**src/rtl/lvds_8b10b_sender.sv**
```systemverilog
// lvds_8b10b_sender: framed 8b/10b serializer, K28.5 comma then NUM_BYTES data characters per frame.
// Define LVDS_8B10B_SEND_INVERT_EN to invert o_serial (reset value 1) for P/N-swapped routing.
module lvds_8b10b_sender #(
    parameter int NUM_BYTES = 2
) (
    input  logic                   i_clk,
    input  logic                   i_reset_n,
    input  logic [8*NUM_BYTES-1:0] i_data,
    output logic                   o_serial,
    output logic                   o_data_read
);
    localparam int CW = $clog2(NUM_BYTES + 1);
`ifdef LVDS_8B10B_SEND_INVERT_EN
    localparam logic P_INV = 1'b1;
`else
    localparam logic P_INV = 1'b0;
`endif

    logic [3:0]             r_bit;
    logic [CW-1:0]          r_char;
    logic                   r_rd;
    logic [9:0]             r_shift;
    logic [8*NUM_BYTES-1:0] r_hold;
    logic                   r_serial;

    logic [CW-1:0] w_idx;
    logic [7:0]    w_byte;
    logic [4:0]    w_x;
    logic [2:0]    w_y;
    logic [5:0]    w_6n;
    logic [5:0]    w_6;
    logic [3:0]    w_4n;
    logic [3:0]    w_4;
    logic          w_rd6;
    logic          w_a7;
    logic [9:0]    w_code;
    logic          w_rd_next;
    logic          w_last;

    assign w_idx  = (r_char == '0) ? '0 : r_char - 1'b1;
    assign w_byte = r_hold[8*w_idx +: 8];
    assign w_x    = w_byte[4:0];
    assign w_y    = w_byte[7:5];
    assign w_last = (r_bit == 4'd9) && (r_char == CW'(NUM_BYTES));

    // Tables hold the RD- codes; the RD+ code is the complement where they differ.
    always_comb begin
        w_6n = 6'b000000;
        case (w_x)
            5'd0:  w_6n = 6'b100111;
            5'd1:  w_6n = 6'b011101;
            5'd2:  w_6n = 6'b101101;
            5'd3:  w_6n = 6'b110001;
            5'd4:  w_6n = 6'b110101;
            5'd5:  w_6n = 6'b101001;
            5'd6:  w_6n = 6'b011001;
            5'd7:  w_6n = 6'b111000;
            5'd8:  w_6n = 6'b111001;
            5'd9:  w_6n = 6'b100101;
            5'd10: w_6n = 6'b010101;
            5'd11: w_6n = 6'b110100;
            5'd12: w_6n = 6'b001101;
            5'd13: w_6n = 6'b101100;
            5'd14: w_6n = 6'b011100;
            5'd15: w_6n = 6'b010111;
            5'd16: w_6n = 6'b011011;
            5'd17: w_6n = 6'b100011;
            5'd18: w_6n = 6'b010011;
            5'd19: w_6n = 6'b110010;
            5'd20: w_6n = 6'b001011;
            5'd21: w_6n = 6'b101010;
            5'd22: w_6n = 6'b011010;
            5'd23: w_6n = 6'b111010;
            5'd24: w_6n = 6'b110011;
            5'd25: w_6n = 6'b100110;
            5'd26: w_6n = 6'b010110;
            5'd27: w_6n = 6'b110110;
            5'd28: w_6n = 6'b001110;
            5'd29: w_6n = 6'b101110;
            5'd30: w_6n = 6'b011110;
            5'd31: w_6n = 6'b101011;
        endcase
        w_6   = (r_rd && ($countones(w_6n) != 3 || w_x == 5'd7)) ? ~w_6n : w_6n;
        w_rd6 = r_rd ^ ($countones(w_6n) != 3);
        w_a7  = w_rd6 ? (w_x == 5'd11 || w_x == 5'd13 || w_x == 5'd14)
                      : (w_x == 5'd17 || w_x == 5'd18 || w_x == 5'd20);
        w_4n = 4'b0000;
        case (w_y)
            3'd0: w_4n = 4'b1011;
            3'd1: w_4n = 4'b1001;
            3'd2: w_4n = 4'b0101;
            3'd3: w_4n = 4'b1100;
            3'd4: w_4n = 4'b1101;
            3'd5: w_4n = 4'b1010;
            3'd6: w_4n = 4'b0110;
            3'd7: w_4n = w_a7 ? 4'b0111 : 4'b1110;
        endcase
        w_4       = (w_rd6 && ($countones(w_4n) != 2 || w_y == 3'd3)) ? ~w_4n : w_4n;
        w_code    = (r_char == '0) ? (r_rd ? 10'b1100000101 : 10'b0011111010) : {w_6, w_4};
        w_rd_next = (r_char == '0) ? ~r_rd : w_rd6 ^ ($countones(w_4n) != 2);
    end

    always_ff @(posedge i_clk or negedge i_reset_n) begin
        if (!i_reset_n) begin
            r_bit       <= '0;
            r_char      <= '0;
            r_rd        <= 1'b0;
            r_shift     <= '0;
            r_hold      <= '0;
            r_serial    <= P_INV;
            o_data_read <= 1'b0;
        end else begin
            if (r_bit == 4'd0) begin
                r_serial <= w_code[9] ^ P_INV;
                r_shift  <= {w_code[8:0], 1'b0};
                r_rd     <= w_rd_next;
            end else begin
                r_serial <= r_shift[9] ^ P_INV;
                r_shift  <= {r_shift[8:0], 1'b0};
            end
            r_bit <= (r_bit == 4'd9) ? 4'd0 : r_bit + 4'd1;
            if (r_bit == 4'd9)
                r_char <= (r_char == CW'(NUM_BYTES)) ? '0 : r_char + 1'b1;
            o_data_read <= w_last;
            if (o_data_read)
                r_hold <= i_data;
        end
    end

    assign o_serial = r_serial;
endmodule

```
**config.mk**
```make
export PLATFORM = sky130hd
export DESIGN_NAME = lvds_8b10b_sender
export DESIGN_NICKNAME = d
export VERILOG_FILES = /design/src/rtl/lvds_8b10b_sender.sv
export SDC_FILE = /design/constraint.sdc
export NUM_CORES = 1
export LEC_CHECK = 0
export ABC_AREA = 0
export CAP_MARGIN = 20
export CORE_ASPECT_RATIO = 0.8
export CORE_MARGIN = 2
export CORE_UTILIZATION = 57
export DETAILED_ROUTE_END_ITERATION = 8
export PLACE_DENSITY = 0.78
export SKIP_LAST_GASP = 1
export SYNTH_ARGS = -nofsm -noshare
export SYNTH_HDL_FRONTEND = slang
export SYNTH_SLANG_ARGS = --single-unit
```
**constraint.sdc**
```tcl
create_clock -name i_clk -period 12.9 [get_ports i_clk]
set_input_delay 1.29 -clock i_clk [delete_from_list [all_inputs] [get_ports i_clk]]
set_output_delay 1.29 -clock i_clk [all_outputs]
set_load 0.005 [all_outputs]
```
; ---- Word-level counts from Yosys, hierarchy flattened
; Memory sizes are Yosys's and may differ from the RTL's.
; Index checks and enable logic that the tools add are counted.
[classes]
magnitude_cmp = 0
shift = 1
add_sub_neg = 11
n_reduce_logical = 12
mul = 0
n_div = 0
eq_ne = 18
bitwise_logic = 5
muxes = 13
[ops]
columns = cell, n
row1 = 4-bit case mux with 8 select lines, 1
row2 = 10-bit 2-to-1 mux, 3
row3 = 16-bit by 6-bit variable part select with 8-bit output, 1
row4 = "5-bit by 4-bit == test with 1-bit output, second input constant", 3
row5 = "5-bit == test, second input constant", 3
row6 = "3-bit == test, second input constant", 4
row7 = 4-bit 2-to-1 mux, 3
row8 = 1-bit by 1-bit adder with 2-bit output, 5
row9 = 2-bit by 2-bit adder with 3-bit output, 2
row10 = "3-bit by 2-bit == test with 1-bit output, second input constant", 2
row11 = 1-bit logical OR, 6
row12 = 6-bit 2-to-1 mux, 1
row13 = 6-bit inverter, 1
row14 = "5-bit by 3-bit == test with 1-bit output, second input constant", 1
row15 = 3-bit by 2-bit adder with 4-bit output, 1
row16 = "4-bit by 1-bit adder with 4-bit output, second input constant", 1
row17 = "4-bit == test, second input constant", 1
row18 = 4-bit logical NOT, 1
row19 = 2-bit 2-to-1 mux, 2
row20 = "4-bit by 2-bit != test with 1-bit output, second input constant", 1
row21 = 4-bit inverter, 1
row22 = "3-bit by 1-bit == test with 1-bit output, second input constant", 1
row23 = 1-bit logical AND, 3
row24 = 3-bit logical NOT, 1
row25 = other kinds (8), 11
[totals]
in_bits = 18
n_memories = 1
latchBits = 0
regBits = 35
rom_bits = 192
mem_bits_rw = 0
word_cells = 68
[mem_list]
columns = memory, depth, width, rd, rd_clocked_by_memory_dff, write_ports, line
row1 = (name not given), 32, 6, 1, 0, 0, 49  ; case (w_x)

; ---- Depth between registers and ports, before layout
; Gate-level depths: netlist of the first run.
; An unclocked memory read counts as a cell.
[depth]
depth_word = 20
depth_mapped = 28
ltp_nobuf = 28

; ---- Worst setup path after synthesis of the first run
; Ideal clock, no wire load.
[synth_path]
kind = register to register
start = register r_char[1]
end = register r_rd
setup_slack_ps = 6938
required_time_ps = 12820
arrival_time_ps = 5882
path_stages_with_launch = 26
cell_sequence = dfrtp_1 and3b_1 or2_2 ha_1 o32ai_1 or3_1 fa_1 inv_1 fa_1 inv_1 ha_1 inv_1 fa_1 nand3b_1 xor2_1 a221oi_2 a41oi_2 o21ai_0 nand2_1 fa_1 ha_1 ha_1 nand2_1 xor2_1 o21ai_0 xnor2_1
[synth_between]
elab_chain_len = 17
elab_cells_between_ends = 39
classes_between = add/sub (9) / eq/ne (15) / shift (1) / mux (5) / bitwise (2) / reduce/logical (6) / memory (1)
[synth_lines]
columns = element, line
row1 = from (decl), 20  ; logic [CW-1:0] r_char;
row2 = from (signal assigned), 123  ; r_char <= (r_char == CW'(NUM_BYTES)) ? '0 : r_char + 1'b1;
row3 = 2-bit by 1-bit subtractor with 2-bit output / 2-bit logical NOT (equally long branches), "40, 100"
row4 = 2-bit 2-to-1 mux, 40  ; assign w_idx = (r_char == '0) ? '0 : r_char - 1'b1;
row5 = 16-bit by 6-bit variable part select with 8-bit output, 41  ; assign w_byte = r_hold[8*w_idx +: 8];
row6 = memory 32 x 6 bit, n/a
row7 = 1-bit by 1-bit adder with 2-bit output (implied by the code), 84  ; w_rd6 = r_rd ^ ($countones(w_6n) != 3);
row8 = 2-bit by 2-bit adder with 3-bit output (implied by the code), 84
row9 = 3-bit by 2-bit adder with 4-bit output (implied by the code), 84
row10 = 4-bit by 2-bit != test with 1-bit output, 84
row11 = 1-bit bitwise XOR, 84
row12 = 1-bit 2-to-1 mux, 85  ; w_a7 = w_rd6 ? (w_x == 5'd11 || w_x == 5'd13 || w_x == 5'd14)
row13 = 4-bit 2-to-1 mux, 96  ; 3'd7: w_4n = w_a7 ? 4'b0111 : 4'b1110;
row14 = 4-bit case mux with 8 select lines, 88  ; case (w_y)
row15 = 1-bit by 1-bit adder with 2-bit output (implied by the code), 100  ; w_rd_next = (r_char == '0) ? ~r_rd : w_rd6 ^ ($countones(w_4n) != 2);
row16 = 2-bit by 2-bit adder with 3-bit output (implied by the code), 100
row17 = 3-bit by 2-bit != test with 1-bit output, 100
row18 = 1-bit bitwise XOR, 100
row19 = 1-bit 2-to-1 mux (*), 100
row20 = to (signal assigned), 116  ; r_rd <= w_rd_next;
row21 = to (decl), 21  ; logic r_rd;
; Every way passes the cells marked *; elsewhere a longest branch is shown, timed or not.
; A chain may end at the register's enable or synchronous reset.

; ---- Final worst setup path of the first run
[layout_path]
start = register r_char[0]
end = register r_rd
; Same word-level chain as after synthesis.

==> results of run 1 <==
[worst min-delay path by stage]
stage	start	endpoint	slack, ps	cells past startpoint
final	r_shift[3]	r_shift[4]	460	2
after global routing	r_shift[3]	r_shift[4]	480	2
after CTS	r_shift[3]	r_shift[4]	470	2
after detailed placement	r_shift[5]	r_shift[6]	440	2
after global placement	r_shift[3]	r_shift[4]	440	2
after floorplan	r_shift[1]	r_shift[2]	430	2
[worst max-delay path, stage by stage (launching register included)]
cell	delay [ps]
dfrtp_1	590
and3b_1	240
or2_2	330
ha_1	320
o32ai_1	90
or3_1	420
fa_1	550
inv_1	60
fa_1	540
inv_1	50
ha_1	180
inv_1	60
fa_1	400
nand3b_1	260
xor2_1	310
a221oi_2	70
a41oi_2	290
o21ai_0	140
nand2_1	100
fa_1	420
ha_1	210
ha_1	270
nand2_1	50
xor2_1	130
o21ai_0	190
xnor2_1	140
[final cells by class]
type / count / area [µm²] / share of cell area, %
timing repair buffer: 22 / 212.7 / 7.246
clock inverter: 3 / 68.82 / 2.344
inverter: 15 / 56.30 / 1.918
sequential: 34 / 850.8 / 28.99
tap: 57 / 71.32 / 2.430
clock buffer: 5 / 68.82 / 2.344
multi-input combinational: 212 / 1607 / 54.73
[sequential cells by signal, summed over array words and instances, names as in the netlist]
| register | flops |
|---|---|
| o_data_read | 1 |
| o_serial | 1 |
| r_bit | 4 |
| r_char | 2 |
| r_hold | 16 |
| r_rd | 1 |
| r_shift | 9 |
[synthesized netlist by cell type, drive strengths merged (3+ instances only)]
cell / count
and3b: 3
clkbuf: 4
o21ai: 20
dfrtp: 34
fa: 4
nor2b: 7
mux2: 14
a211oi: 4
nor2: 24
nand2: 26
xnor2: 6
buf: 7
ha: 11
o22ai: 6
a221oi: 5
nor3: 6
o211ai: 4
o21a: 4
inv: 15
nand3b: 7
xor2: 9
nand2b: 6
a31oi: 4
a21oi: 10
[metrics by stage]
stage | cell area [µm²] | setup slack (ps) | util [%] | cells
after floorplan | 2577 | 6938 | - | 272
after global placement | 2798 | 6623 | 65.73 | 340
after detailed placement | 2798 | 6445 | 65.73 | 340
after CTS | 2935 | 6405 | 68.96 | 348
after global routing | 2935 | 5975 | 68.96 | 348
final | 2935 | 6406 | 68.96 | 348
[power by group through the flow]
stage	clock [mW]	combinational (mW)	sequential, mW
6_report	0.120	0.0989	0.119
5_1_grt	0.127	0.112	0.120
4_1_cts	0.121	0.0997	0.119
3_5_place_dp	0	0.0977	0.121
3_3_place_gp	0	0.0948	0.121
2_1_floorplan	0	0.0783	0.117
[kinds of logic after synthesis]
| group | after synthesis | share of synthesized area (%) |
|---|---|---|
| fa+ha+maj | 15 | 8.447 |
| compound gates | 70 | 21.12 |
| flops | 34 | 33.01 |
| simple gates | 97 | 21.16 |
| mux | 15 | 6.505 |
| buf+inv | 26 | 4.660 |
| xor+xnor | 15 | 5.097 |
[routing by layer]
metal  vias up  wire length, µm  track usage, %
li1       1017                -               -
met1       986             2627           36.43
met2        69             2419           35.70
met3        10              299           4.520
met4         0               91           7.759
met5         -                0               0
[layout by cell type (no fill, tap or decap), types with 3 or more instances in the layout]
master           synthesis  final
a211oi_2                 3      3
a21oi_1                  8      8
a221oi_2                 3      3
a31oi_1                  3      3
buf_4                    1      3
clkbuf_8                 0      5
clkdlybuf4s50_1          0     19
dfrtp_1                 34     34
fa_1                     4      4
ha_1                    11     11
inv_1                   14     14
mux2_2                  14     14
nand2_1                 24     24
nand2b_1                 5      5
nand3b_1                 7      7
nor2_1                  22     22
nor2b_1                  4      4
nor2b_2                  3      3
nor3_1                   6      6
o211ai_1                 4      4
o21a_1                   4      4
o21ai_0                 17     17
o22ai_1                  5      5
xnor2_1                  6      6
xor2_1                   9      9
==> summary.txt, run 1 <==
Clock tree
  • Root buffer cell: clkbuf_8
  • Htree depth: 2
  • Clock sink total: 34
  • Clock-pin transition on the worst setup and hold timing paths: roughly 70 ps
  • Hold buffers post-CTS: 0
  • CTS tree: done
  • Clock Latency Late Sink: approximately 290 ps
  • Setup bufs post-CTS: 0
  • Post-cts sizing count: 0
  • Clock buffer depth: 2
  • Num CTS Buffers: 5

Logic synthesis
  • Synthesized flop and latch total: 34
  • Synth Flop Type: dfrtp_1
  • Synth warnings: 0
  • Syn_area_per_cell: approximately 9.5 µm²
  • Post-synth top area share: 33.01%
  • Sequential share of the synthesized area: around 33%
  • Area contributors post-synth: dfrtp_1, mux2_2, ha_1
  • Post-Syn Instances: approximately 270
  • Yosys cell types: 67
  • Cell Area, Synth: 2577 µm²
  • Post-Syn Nets: 305
  • FFs w/ async S/R, synth: 100.0%
  • Cell accounting for the most synthesized area: dfrtp_1
  • Number of synthesized flops with an enable pin: 0

Critical path
  • Cells on worst reg2reg path: 25
  • CP Capture Point: r_rd
  • CP required: about 13,000 ps
  • CP Launch Type: flip-flop
  • Flop-to-flop setup slack: around 6400 ps
  • CP max FO: 17
  • Crit Reg-Reg Endpoint: r_rd
  • CP startpoint: r_char[0]
  • Worst Setup End Kind: flip-flop
  • Worst r2r src: r_char[0]
  • Setup CP Type: reg2reg
  • CP arrival: between 6000 and 7000 ps

Global routing
  • Tot GR Track Use: around 24%
  • Largest net degree at the start of global routing: 35
  • Vias in the first global route: slightly below 2,000
  • Total grt overflow: 0
  • First-pass GRT wire length: ~9.5 mm
  • Initial antenna violation count: 0

Routing
  • TritonRoute pass-1 iters: 4
  • DRT iter0 DRCs: 257
  • Post-Route WL: between 5 and 6 mm
  • WL/cell: between 15 and 20 µm
  • Vias: roughly 2,100
  • Detail Route Antenna Nets: 0
  • DR vias/cell: approximately 6
  • Remaining DRCs: 0

Die
  • Chip Height: 64.15 µm
  • Starting Density: 60.55%
  • # rows: 21
  • Core ar.: ~4300 µm²
  • Die ar.: approximately 5100 µm²
  • I/O pin count: 20
  • Die width: a little under 80 µm

Pwr
  • Sw Pwr: 0.1026 mW
  • Tot Pwr: between 0.3 and 0.4 mW
  • Comb pwr share: around 29%
  • Cell-internal power: roughly 0.23 mW
  • VDD IR max: between 0.07 and 0.08 mV
  • Power share of the clock group: between 30% and 40%
  • Static leakage: around 1.2 nW
  • Power per cell area: around 110 nW/µm²
  • Sw Share: a little under a third
  • Sequential power share: 35.2%

Layout
  • Fill cells: 349
  • # diodes: 0
  • Share of post-route cells with drive strength above 1: about 18%
  • Area Overhead vs Synth: 13.88%
  • Layout net count: around 320

Placement
  • Post-DP HPWL: 4.046 mm
  • PortBufs: 19
  • Gpl congestion: 0.9353

Flow run
  • Max Cap Viol: 0

Timing
  • Hold Slack: ~460 ps
  • Final setup fails: 0
  • Final Hold Viols: 0
  • Slew HR: roughly 52%
  • FMAX: 154.0 MHz
  • Crit path time final: 6494 ps
  • Least-Margin Pin Slew: between 700 and 800 ps
  • Ratio of final minimum period to clock period: 50.34%
  • Clock Skew: 3.112 ps
  • Unrepaired setup endpoints after global routing: false
  • Setup TNS: 0 ps
  • Max Slew Vio Count: 0

Run status
  • Status: complete, no violations

Min path
  • Min-delay worst type: reg2reg
Note: power is estimated with default switching activity, not from simulation.
==> inputs of run 2 (changes only) <==
--- a/config.mk
+++ b/config.mk
@@ -9,9 +9,9 @@
 export CAP_MARGIN = 20
 export CORE_ASPECT_RATIO = 0.8
 export CORE_MARGIN = 2
-export CORE_UTILIZATION = 57
+export CORE_UTILIZATION = 53
 export DETAILED_ROUTE_END_ITERATION = 8
-export PLACE_DENSITY = 0.78
+export PLACE_DENSITY = 0.76
 export SKIP_LAST_GASP = 1
 export SYNTH_ARGS = -nofsm -noshare
 export SYNTH_HDL_FRONTEND = slang
==> constraint.sdc (replaced) <==
create_clock -name i_clk -period 5.5 [get_ports i_clk]
set_input_delay 0.55 -clock i_clk [delete_from_list [all_inputs] [get_ports i_clk]]
set_output_delay 0.55 -clock i_clk [all_outputs]
set_load 0.005 [all_outputs]
==> summary.txt, run 2 (synthesis gave the netlist of run 1 again) <==
Timing
  • Final Hold Viols: 0
  • FMAX: around 170 MHz
  • Max Slew Vio Count: 0
  • Slew HR: roughly half
  • Final setup fails: 1
  • Setup TNS: -315.6 ps
  • Ratio of final minimum period to clock period: 105.7%
  • Unrepaired setup endpoints after global routing: true
  • Crit path time final: about 5800 ps
  • Least-Margin Pin Slew: about 750 ps
  • Clock Skew: about 5.5 ps
  • Smallest setup slack after layout: -315.6 ps

Routing
  • Vias: approximately 2,300
  • Post-Route WL: about 6.4 mm
  • TritonRoute pass-1 iters: 5
  • Remaining DRCs: 0
  • DRT iter0 DRCs: approximately 220
  • Detail Route Antenna Nets: 0
  • DR vias/cell: between 5 and 6
  • Max layer used: met4
  • Met2 wire length: roughly 2.8 mm
  • M1 WL: roughly 3.1 mm
  • WL/cell: roughly 16 µm
  • Metal3 WL: roughly 420 µm

Critical path
  • Flop-to-flop setup slack: -320 ps
  • Crit Reg-Reg Endpoint: r_rd
  • Crit path largest cell delay: 510 ps
  • CP most frequent cell: fa_1
  • Cells on worst reg2reg path: 25
  • CP max stage cell: fa_1
  • Worst path buffer plus inverter count: 3
  • CP max FO: 5
  • CP required: roughly 5700 ps
  • Worst r2r src: r_char[0]
  • Delay-heaviest family, CP: adder cells
  • Worst Setup End Kind: flip-flop
  • Setup CP Type: reg2reg
  • CP arrival: between 5000 and 6000 ps
  • CP Launch Type: flip-flop

Die
  • I/O pin count: 20
  • Chip Height: 66.38 µm
  • # rows: 22
  • Starting Density: a little under three fifths
  • Die width: 81.97 µm
  • Die ar.: ~5400 µm²
  • Core ar.: roughly 4600 µm²

Clock tree
  • Root buffer cell: clkbuf_8
  • Htree depth: 2
  • Hold buffers post-CTS: 0
  • Clock-pin transition on the worst setup and hold timing paths: about 70 ps
  • Num CTS Buffers: 5
  • CTS tree: done
  • Clock buffer depth: 2
  • Clock Latency Late Sink: slightly below 300 ps
  • Clock sink total: 34

Global routing
  • First-pass GRT wire length: between 10 and 15 mm
  • Largest net degree at the start of global routing: 35
  • Tot GR Track Use: a little over a quarter
  • Vias in the first global route: ~2,300
  • Total grt overflow: 0
  • Initial antenna violation count: 0

Run status
  • Failing checks: negative setup slack
  • Status: complete, but fails checks

Layout
  • FF/Latch Area: 850.8 µm²
  • Most frequent cells in the layout: buf_4, dfrtp_1, nand2_1
  • Non-Filler Instances: 403
  • Layout net count: around 380
  • Max reg flops: 16
  • Area of the multi-input gates: 1664 µm²
  • Share of post-route cells with drive strength above 1: between 30% and 40%
  • Top reg by flops: r_hold
  • Post-layout instance area: 3344 µm²
  • # diodes: 0
  • Largest registers: r_hold (16), r_shift (9), r_bit (4)
  • Fill cells: between 300 and 400
  • Commonest non-fill, non-tap cell in the layout: buf_4
  • Layout Utilization: 72.32%
  • Area Overhead vs Synth: 29.76%

Min path
  • Hold path cells: 2
  • Min-delay worst type: reg2reg
  • Hold path startpoint: r_shift[5]
  • Hold Path End: r_shift[6]

Placement
  • Gpl congestion: ~1.0
  • Placed Cells: 390
  • Placed Area: ~3200 µm²
  • Post-DP HPWL: between 4 and 5 mm
  • PortBufs: 19

Pwr
  • Tot Pwr: around 0.77 mW
  • VDD IR max: between 0.15 and 0.2 mV
  • Power per cell area: around 230 nW/µm²
  • Static leakage: ~1.4 nW

Flow run
  • Max Cap Viol: 0
-- run 2: cell types whose count changed in the layout (fill, tap and decap cells not counted), sizes merged --
cell / delta
buf: +52
bufinv: -2
clkbuf: +1
clkinvlp: +1
-- run 2: final cells by class --
type | count | area share, %
Sequential cell | 34 | 25.44
Timing Repair Buffer | 74 | 18.03
Clock inverter | 2 | 0.3741
Multi-Input combinational cell | 212 | 49.76
Inverter | 15 | 1.684
Clock buffer | 6 | 2.469
Tap cell | 60 | 2.245
-- run 2: power breakdown --
part	switching (mW)	total [mW]	leakage (nW)	internal, mW
Sequential	0.0150	0.279	0.415	0.264
Combinational	0.146	0.293	0.983	0.148
Clock	0.0971	0.198	0.0472	0.101
Total	0.258	0.770	1.44	0.512
-- run 2: repair_timing --
item,in CTS,in global routing
gates cloned,0,0
pin swaps,10,2
setup endpoints to repair,1,1
gates resized for setup,1,1
buffers inserted,5,0
-- run 2: per-stage QoR --
| stage | setup WS, ps | hold WS (ps) |
|---|---|---|
| floorplan | -212.8 | 254.4 |
| global placement | -239.7 | 430.9 |
| detailed placement | -400.3 | 443.8 |
| CTS | -324.7 | 463.0 |
| global route | -677.7 | 503.7 |
| finish | -315.6 | 461.1 |
-- run 2: per-layer routing --
metal / global-route usage [%] / up-vias
met3: 4.645 / 8
li1: - / 1120
met5: 0 / -
met2: 41.87 / 80
met4: 6.875 / 0
met1: 39.29 / 1115
-- run 2: how the worst max path moves through the flow --
stage	cells past startpoint	slack, ps	endpoint	from
2_1_floorplan	25	-210	r_rd	r_char[1]
3_3_place_gp	25	-240	r_rd	r_char[0]
3_5_place_dp	25	-400	r_rd	r_char[0]
4_1_cts	25	-320	r_rd	r_char[1]
5_1_grt	25	-680	r_rd	r_char[1]
6_report	25	-320	r_rd	r_char[0]
-- run 2: tightest hold or removal path, stage by stage, from the launching register on --
cell,delay (ps)
dfrtp_1,320
nand2_1,50
o21ai_0,60
